<file path="src/rtl/tl_bypass_sequencer_pkg.sv">
// Shared types and defaults for the TL-UL bypass sequencer.
// Latency: n/a (types and constants only).
// Backpressure: n/a.
package tl_bypass_seq_pkg;

  typedef enum logic [2:0] {
    IDLE   = 3'd0,
    DRAIN  = 3'd1,
    SWITCH = 3'd2,
    SETTLE = 3'd3,
    DONE   = 3'd4,
    ABORT  = 3'd5
  } seq_state_t;

  localparam int   DEF_MAX_FLIGHT    = 4;
  localparam int   DEF_DRAIN_TIMEOUT = 1024;
  localparam int   DEF_SETTLE_CYCLES = 2;
  localparam logic DEF_RESET_BYPASS  = 1'b1;

  // Drain timer width; DRAIN_TIMEOUT values above 2**16 are not representable.
  localparam int   DRAIN_TMR_W       = 16;

  // Width needed to hold 0..max_flight outstanding transactions.
  function automatic int flight_w(input int max_flight);
    return $clog2(max_flight + 1);
  endfunction

endpackage

</file>
<file path="src/rtl/tl_bypass_sequencer_flight_counter.sv">
// Outstanding-transaction counter for single-beat TL requests.
// Latency: count updates one cycle after inc/dec.
// Backpressure: none; the caller must gate inc so count never passes MAX_COUNT.
//
// Ports: clock, reset (sync, active-low), inc (request issued), dec (response
// retired), count (outstanding), zero (count == 0).
module tl_flight_counter #(
  parameter int MAX_COUNT = 4,
  parameter int CNT_W     = $clog2(MAX_COUNT + 1)
) (
  input  logic             clock,
  input  logic             reset,
  input  logic             inc,
  input  logic             dec,
  output logic [CNT_W-1:0] count,
  output logic             zero
);

  localparam logic [CNT_W-1:0] CNT_MAX = CNT_W'(MAX_COUNT);

  // inc and dec together cancel; both ends saturate so a stray response
  // cannot wrap the counter.
  always_ff @(posedge clock) begin
    if (!reset) begin
      count <= '0;
    end else if (inc && !dec) begin
      if (count != CNT_MAX) count <= count + CNT_W'(1);
    end else if (dec && !inc) begin
      if (count != '0) count <= count - CNT_W'(1);
    end
  end

  assign zero = (count == '0);

  // A response with nothing outstanding means the upstream accounting is broken.
  d_underflow_a: assert property (@(posedge clock) disable iff (!reset) !(dec && zero));

endmodule

</file>
<file path="src/rtl/tl_bypass_sequencer.sv">
// Sequences bypass-select changes on the TL-UL crossbar: drains A->D traffic, flips, settles, acks.
// Latency: with nothing in flight, done pulses SETTLE_CYCLES+2 cycles after request accept.
// Backpressure: A path is stalled whenever not IDLE or MAX_FLIGHT requests are outstanding.
//
// Ports: clock, reset (sync, active-low); req_valid/req_bypass/req_ready switch
// request; up_a_valid/up_a_ready upstream A; dn_a_valid/dn_a_ready crossbar A;
// d_fire crossbar D handshake; bypass select; busy/done/timeout status.
// Optional: define TL_BYPASS_SEQ_STATS_EN to add stat_switches, stat_aborts,
// stat_max_drain counters.
module tl_bypass_sequencer
  import tl_bypass_seq_pkg::*;
#(
  parameter int   MAX_FLIGHT    = DEF_MAX_FLIGHT,
  parameter int   DRAIN_TIMEOUT = DEF_DRAIN_TIMEOUT,
  parameter int   SETTLE_CYCLES = DEF_SETTLE_CYCLES,
  parameter logic RESET_BYPASS  = DEF_RESET_BYPASS
) (
  input  logic        clock,
  input  logic        reset,
  input  logic        req_valid,
  input  logic        req_bypass,
  output logic        req_ready,
  input  logic        up_a_valid,
  output logic        up_a_ready,
  output logic        dn_a_valid,
  input  logic        dn_a_ready,
  input  logic        d_fire,
  output logic        bypass,
  output logic        busy,
  output logic        done,
  output logic        timeout
`ifdef TL_BYPASS_SEQ_STATS_EN
  ,
  output logic [15:0] stat_switches,
  output logic [7:0]  stat_aborts,
  output logic [15:0] stat_max_drain
`endif
);

  localparam int FLIGHT_W = flight_w(MAX_FLIGHT);
  localparam int SETTLE_W = $clog2(SETTLE_CYCLES + 1);
  localparam logic [DRAIN_TMR_W-1:0] TMO_LAST    = DRAIN_TMR_W'(DRAIN_TIMEOUT - 1);
  localparam logic [SETTLE_W-1:0]    SETTLE_LOAD = SETTLE_W'(SETTLE_CYCLES - 1);
  localparam logic [FLIGHT_W-1:0]    FLIGHT_MAX  = FLIGHT_W'(MAX_FLIGHT);

  seq_state_t             state, state_nxt;
  logic                   target_bypass;
  logic [DRAIN_TMR_W-1:0] drain_tmr;
  logic [SETTLE_W-1:0]    settle_cnt;
  logic [FLIGHT_W-1:0]    flight;
  logic                   flight_zero;
  logic                   gate_open;
  logic                   a_fire;
  logic                   req_fire;
  logic                   drain_expired;

  tl_flight_counter #(
    .MAX_COUNT (MAX_FLIGHT),
    .CNT_W     (FLIGHT_W)
  ) u_flight (
    .clock (clock),
    .reset (reset),
    .inc   (a_fire),
    .dec   (d_fire),
    .count (flight),
    .zero  (flight_zero)
  );

  // A traffic only flows while idle and below the outstanding limit, so a
  // request accepted this cycle still sees any A that fires alongside it.
  assign gate_open  = (state == IDLE) && (flight < FLIGHT_MAX);
  assign dn_a_valid = up_a_valid & gate_open;
  assign up_a_ready = dn_a_ready & gate_open;
  assign a_fire     = dn_a_valid & dn_a_ready;

  assign req_ready  = (state == IDLE);
  assign req_fire   = req_valid & req_ready;
  assign busy       = (state != IDLE);

  assign drain_expired = (DRAIN_TIMEOUT != 0) && (drain_tmr == TMO_LAST);

  always_comb begin
    state_nxt = state;
    case (state)
      IDLE: begin
        if (req_fire) state_nxt = (req_bypass == bypass) ? DONE : DRAIN;
      end
      DRAIN: begin
        // Quiescence wins over the timeout if both hold in the same cycle.
        if (flight_zero)        state_nxt = SWITCH;
        else if (drain_expired) state_nxt = ABORT;
      end
      SWITCH: state_nxt = SETTLE;
      SETTLE: begin
        if (settle_cnt == '0) state_nxt = DONE;
      end
      DONE:    state_nxt = IDLE;
      ABORT:   state_nxt = IDLE;
      default: state_nxt = IDLE;
    endcase
  end

  always_ff @(posedge clock) begin
    if (!reset) begin
      state         <= IDLE;
      bypass        <= RESET_BYPASS;
      target_bypass <= RESET_BYPASS;
      drain_tmr     <= '0;
      settle_cnt    <= '0;
      done          <= 1'b0;
      timeout       <= 1'b0;
    end else begin
      state   <= state_nxt;
      // done rises with the DONE state; timeout is taken from the ABORT state
      // so it lands on the cycle the FSM is back in IDLE.
      done    <= (state_nxt == DONE);
      timeout <= (state == ABORT);

      if (req_fire) begin
        target_bypass <= req_bypass;
        drain_tmr     <= '0;
      end

      if ((state == DRAIN) && (drain_tmr != '1)) drain_tmr <= drain_tmr + DRAIN_TMR_W'(1);

      // The only place the select ever moves.
      if (state == SWITCH) begin
        bypass     <= target_bypass;
        settle_cnt <= SETTLE_LOAD;
      end

      if ((state == SETTLE) && (settle_cnt != '0)) settle_cnt <= settle_cnt - SETTLE_W'(1);
    end
  end

`ifdef TL_BYPASS_SEQ_STATS_EN
  // Duration of the current DRAIN including this cycle, saturating.
  logic [15:0] drain_len;
  assign drain_len = (drain_tmr == '1) ? drain_tmr : drain_tmr + 16'd1;

  always_ff @(posedge clock) begin
    if (!reset) begin
      stat_switches  <= '0;
      stat_aborts    <= '0;
      stat_max_drain <= '0;
    end else begin
      if ((state == SETTLE) && (state_nxt == DONE)) stat_switches <= stat_switches + 16'd1;
      if ((state == DRAIN) && (state_nxt == ABORT) && (stat_aborts != 8'hFF))
        stat_aborts <= stat_aborts + 8'd1;
      if ((state == DRAIN) && (state_nxt != DRAIN) && (drain_len > stat_max_drain))
        stat_max_drain <= drain_len;
    end
  end
`endif

endmodule

</file>
<file path="config.mk">
export PLATFORM = sky130hd
export DESIGN_NAME = tl_bypass_sequencer
export DESIGN_NICKNAME = d
export VERILOG_FILES = /design/src/rtl/tl_bypass_sequencer_pkg.sv /design/src/rtl/tl_bypass_sequencer_flight_counter.sv /design/src/rtl/tl_bypass_sequencer.sv
export SDC_FILE = /design/constraint.sdc
export NUM_CORES = 1
export LEC_CHECK = 0
export ABC_AREA = 0
export CORE_MARGIN = 1
export CORE_UTILIZATION = 39
export DETAILED_ROUTE_END_ITERATION = 10
export PLACE_DENSITY = 0.56
export RECOVER_POWER = 25
export REMOVE_ABC_BUFFERS = 1
export SYNTH_ARGS = -nofsm -noshare
export SYNTH_HDL_FRONTEND = slang
export SYNTH_SLANG_ARGS = --single-unit
</file>
<file path="constraint.sdc">
create_clock -name clock -period 2.9 [get_ports clock]
set_input_delay 0.58 -clock clock [delete_from_list [all_inputs] [get_ports clock]]
set_output_delay 0.58 -clock clock [all_outputs]
set_load 0.02 [all_outputs]
</file>
==> metrics, run 1 <==
outcome complete, no violations; prevailing post-synth register cell dfxtp_1; complex-gate fraction of the synthesized area about 17%; share of cells above drive strength 1 under 10%; number of flops mapped to enable cells by yosys 0; GRT Util Overall around 18%; Storage cell area 560.5 µm²; IO buf count 13; H-tree Lvls 1; worst min path class reg -> reg; Fmax a little under 400 MHz; Setup violations, final 0; cts repair resizes 0; TritonCTS clock tree built; core area roughly 3700 µm²; post-synthesis simple-gate area fraction a little under a third; WL/cell about 12 µm; Reg clk slew, reported paths approximately 0.09 ns; die width between 60 and 70 µm; most frequent cell after synthesis dfxtp_1; root buffer cell clkbuf_8; Pre-Repair DR Iteration Count 4; Pins Over Slew Limit 0; RD Place Congestion 0.7934; vias in the first global route 1284; CP arrival 1.94 ns; post-route design area about 1700 µm²; maximum vdd ir drop around 0.28 mV; Final WS setup 0.3839 ns; Tightest Pin Transition 0.5584 ns; first-pass GRT wire length between 5000 and 6000 µm; synthesized cell area roughly 1500 µm²; Setup TNS 0 ns; syn_area_per_cell 8.424 µm²; routed wire length 2939 µm; largest area contributor in the netlist dfxtp_1; Post-CTS Setup Inserts 0; Pleak between 0.6 and 0.7 nW; fin crit period roughly 2.5 ns; final worst-path cycle share ~87%; # diodes 0; CTS Buf Count 3; CP max FO 10; synth top area cells dfxtp_1 (38%), nand2_1 (5.1%), nand3_1 (4.7%), a21oi_1 (4.1%), nor2_1 (3.5%); clk buf depth 2; Syn Inst Count 176; antenna viol nets, final 0; io pins 14; area of the multi-input gates approximately 860 µm²; Post-synth ARST share 0%; Residual DRC 0; Synth Area in XOR/XNOR 2.363%; dpl ws 0.2561 ns; fill cell count approximately 380; Layout Skew between 0.0015 and 0.002 ns; Placed Area 1654 µm²; largest net degree at the start of global routing 16; flops & latches, synth 28; max-capacitance violation count 0; Yosys cell types 44; Clk Latency, worst-skew pair 0.27 ns; Row Count 22; most common library cells after synthesis dfxtp_1 (28), nand2_1 (20), nand3_1 (14), nor2_1 (14), a21oi_1 (12); number of nets in the layout 201; CP Data Required Time roughly 2.3 ns; relative slew slack 62.77%; CP Capture Type output pin; total congestion overflow 0; Seq/Total Area, Yosys 37.81%; die area ~4000 µm²; hold_buf cts 0; Yosys warnings 0; Setup CP Type reg -> out; area share of the largest cell type after synthesis between 30% and 40%; DIE HEIGHT roughly 64 µm; Via Count about 1300; Critical Path Start Type flip-flop; RSZ-0062 raised after global routing false; initial antenna violation count 0; pwr/cell area roughly 660 nW/µm²; 1st-iter DRT viols 60; DP HPWL between 2000 and 2500 µm; main combinational cell family by area after synthesis simple AND/OR/NAND/NOR gates; mux contribution to synthesized area 4.219%; Final Hold Fails 0; initial core utilization between 40% and 50%; detailed-route vias per instance roughly 5.3; Post-Synth Adder-Cell Area about 3%; clock sinks 28; Synth-to-Final Area Change 15.02%
==> cell families after synthesis <==
kind of cell               after synthesis
muxes                                    6
AOI/OAI and AO/OA                       38
buffers and inverters                   12
xor gates and xnor gates                 4
and+or+nand+nor                         85
adders and majority gates                3
DFF                                     28
==> sequential cells by signal (all words and copies together) (netlist names) <==
name and flops:
bypass 1, done 1, drain_tmr 16, settle_cnt 2, state 3, target_bypass 1, timeout 1, u_flight.count 3
==> cell usage in the layout, fill, tap and decap left out, types with 2 or more instances in the layout <==
master,n
nor3_1,5
dfxtp_1,28
a22o_1,2
ha_1,2
a31oi_1,2
xor2_1,3
clkdlybuf4s50_1,12
a21oi_1,12
and2_1,2
or2_2,2
mux2i_1,4
nand2_1,20
o31ai_1,2
nand2b_1,5
nand4_1,8
nand3_1,14
mux2_2,2
nor2_1,14
clkbuf_8,4
nor3b_1,2
or3_1,2
nand3b_1,3
inv_1,7
o21ai_0,10
==> cell type report <==
| type | count | area share, % |
|---|---|---|
| tap | 48 | 3.522 |
| sequential | 28 | 32.87 |
| timing repair buffer | 15 | 8.291 |
| inverter | 7 | 1.541 |
| multi-input combinational | 136 | 50.55 |
| clock buffer | 4 | 3.228 |
==> power by group <==
part	switching (mW)	internal [mW]
clock	0.117	0.121
combinational	0.226	0.194
sequential	0.0494	0.425
total	0.392	0.740
==> critical path: stages, from the launching register on <==
cell and delay (ns):
dfxtp_1 0.41, nor3_4 0.32, inv_1 0.09, nor3b_1 0.20, clkdlybuf4s50_1 0.64
==> layer usage <==
layer / track usage [%] / share of wire (%)
met1: 22.08 / 47
met5: 0 / 0
met2: 30.72 / 48
met4: 3.693 / 0.75
met3: 3.986 / 3.6
==> worst paths after layout <==
path,cells after the start,slack [ns],endpoint,start
max,4,0.38,dn_a_valid,state[0]
min,2,0.49,target_bypass,target_bypass
min reg2reg,2,0.49,target_bypass,target_bypass
max reg2reg,8,0.57,u_flight.count[2],state[0]
==> stage by stage <==
| step | cells | hold WS, ns | power (mW) | util (%) |
|---|---|---|---|---|
| floorplan | 171 | 0.4383 | 0.7648 | - |
| global placement | 234 | 0.4614 | 0.8990 | 45.18 |
| detailed placement | 234 | 0.4717 | 0.9096 | 45.18 |
| CTS | 238 | 0.4900 | 1.156 | 46.68 |
| global route | 238 | 0.5406 | 1.232 | 46.58 |
| finish | 238 | 0.4910 | 1.132 | 46.58 |
(Power assumes the default switching activity.)
==> run 2: changes to the inputs <==
- SKIP_LAST_GASP: not set -> 1
==> results of run 2 <==
Final layout, timing and power as in run 1 (identical DEF).
==> run 3: changes to the inputs <==
- GPL_TIMING_DRIVEN: not set -> 1
==> results of run 3 <==
Final layout, timing and power as in run 1 (identical DEF).
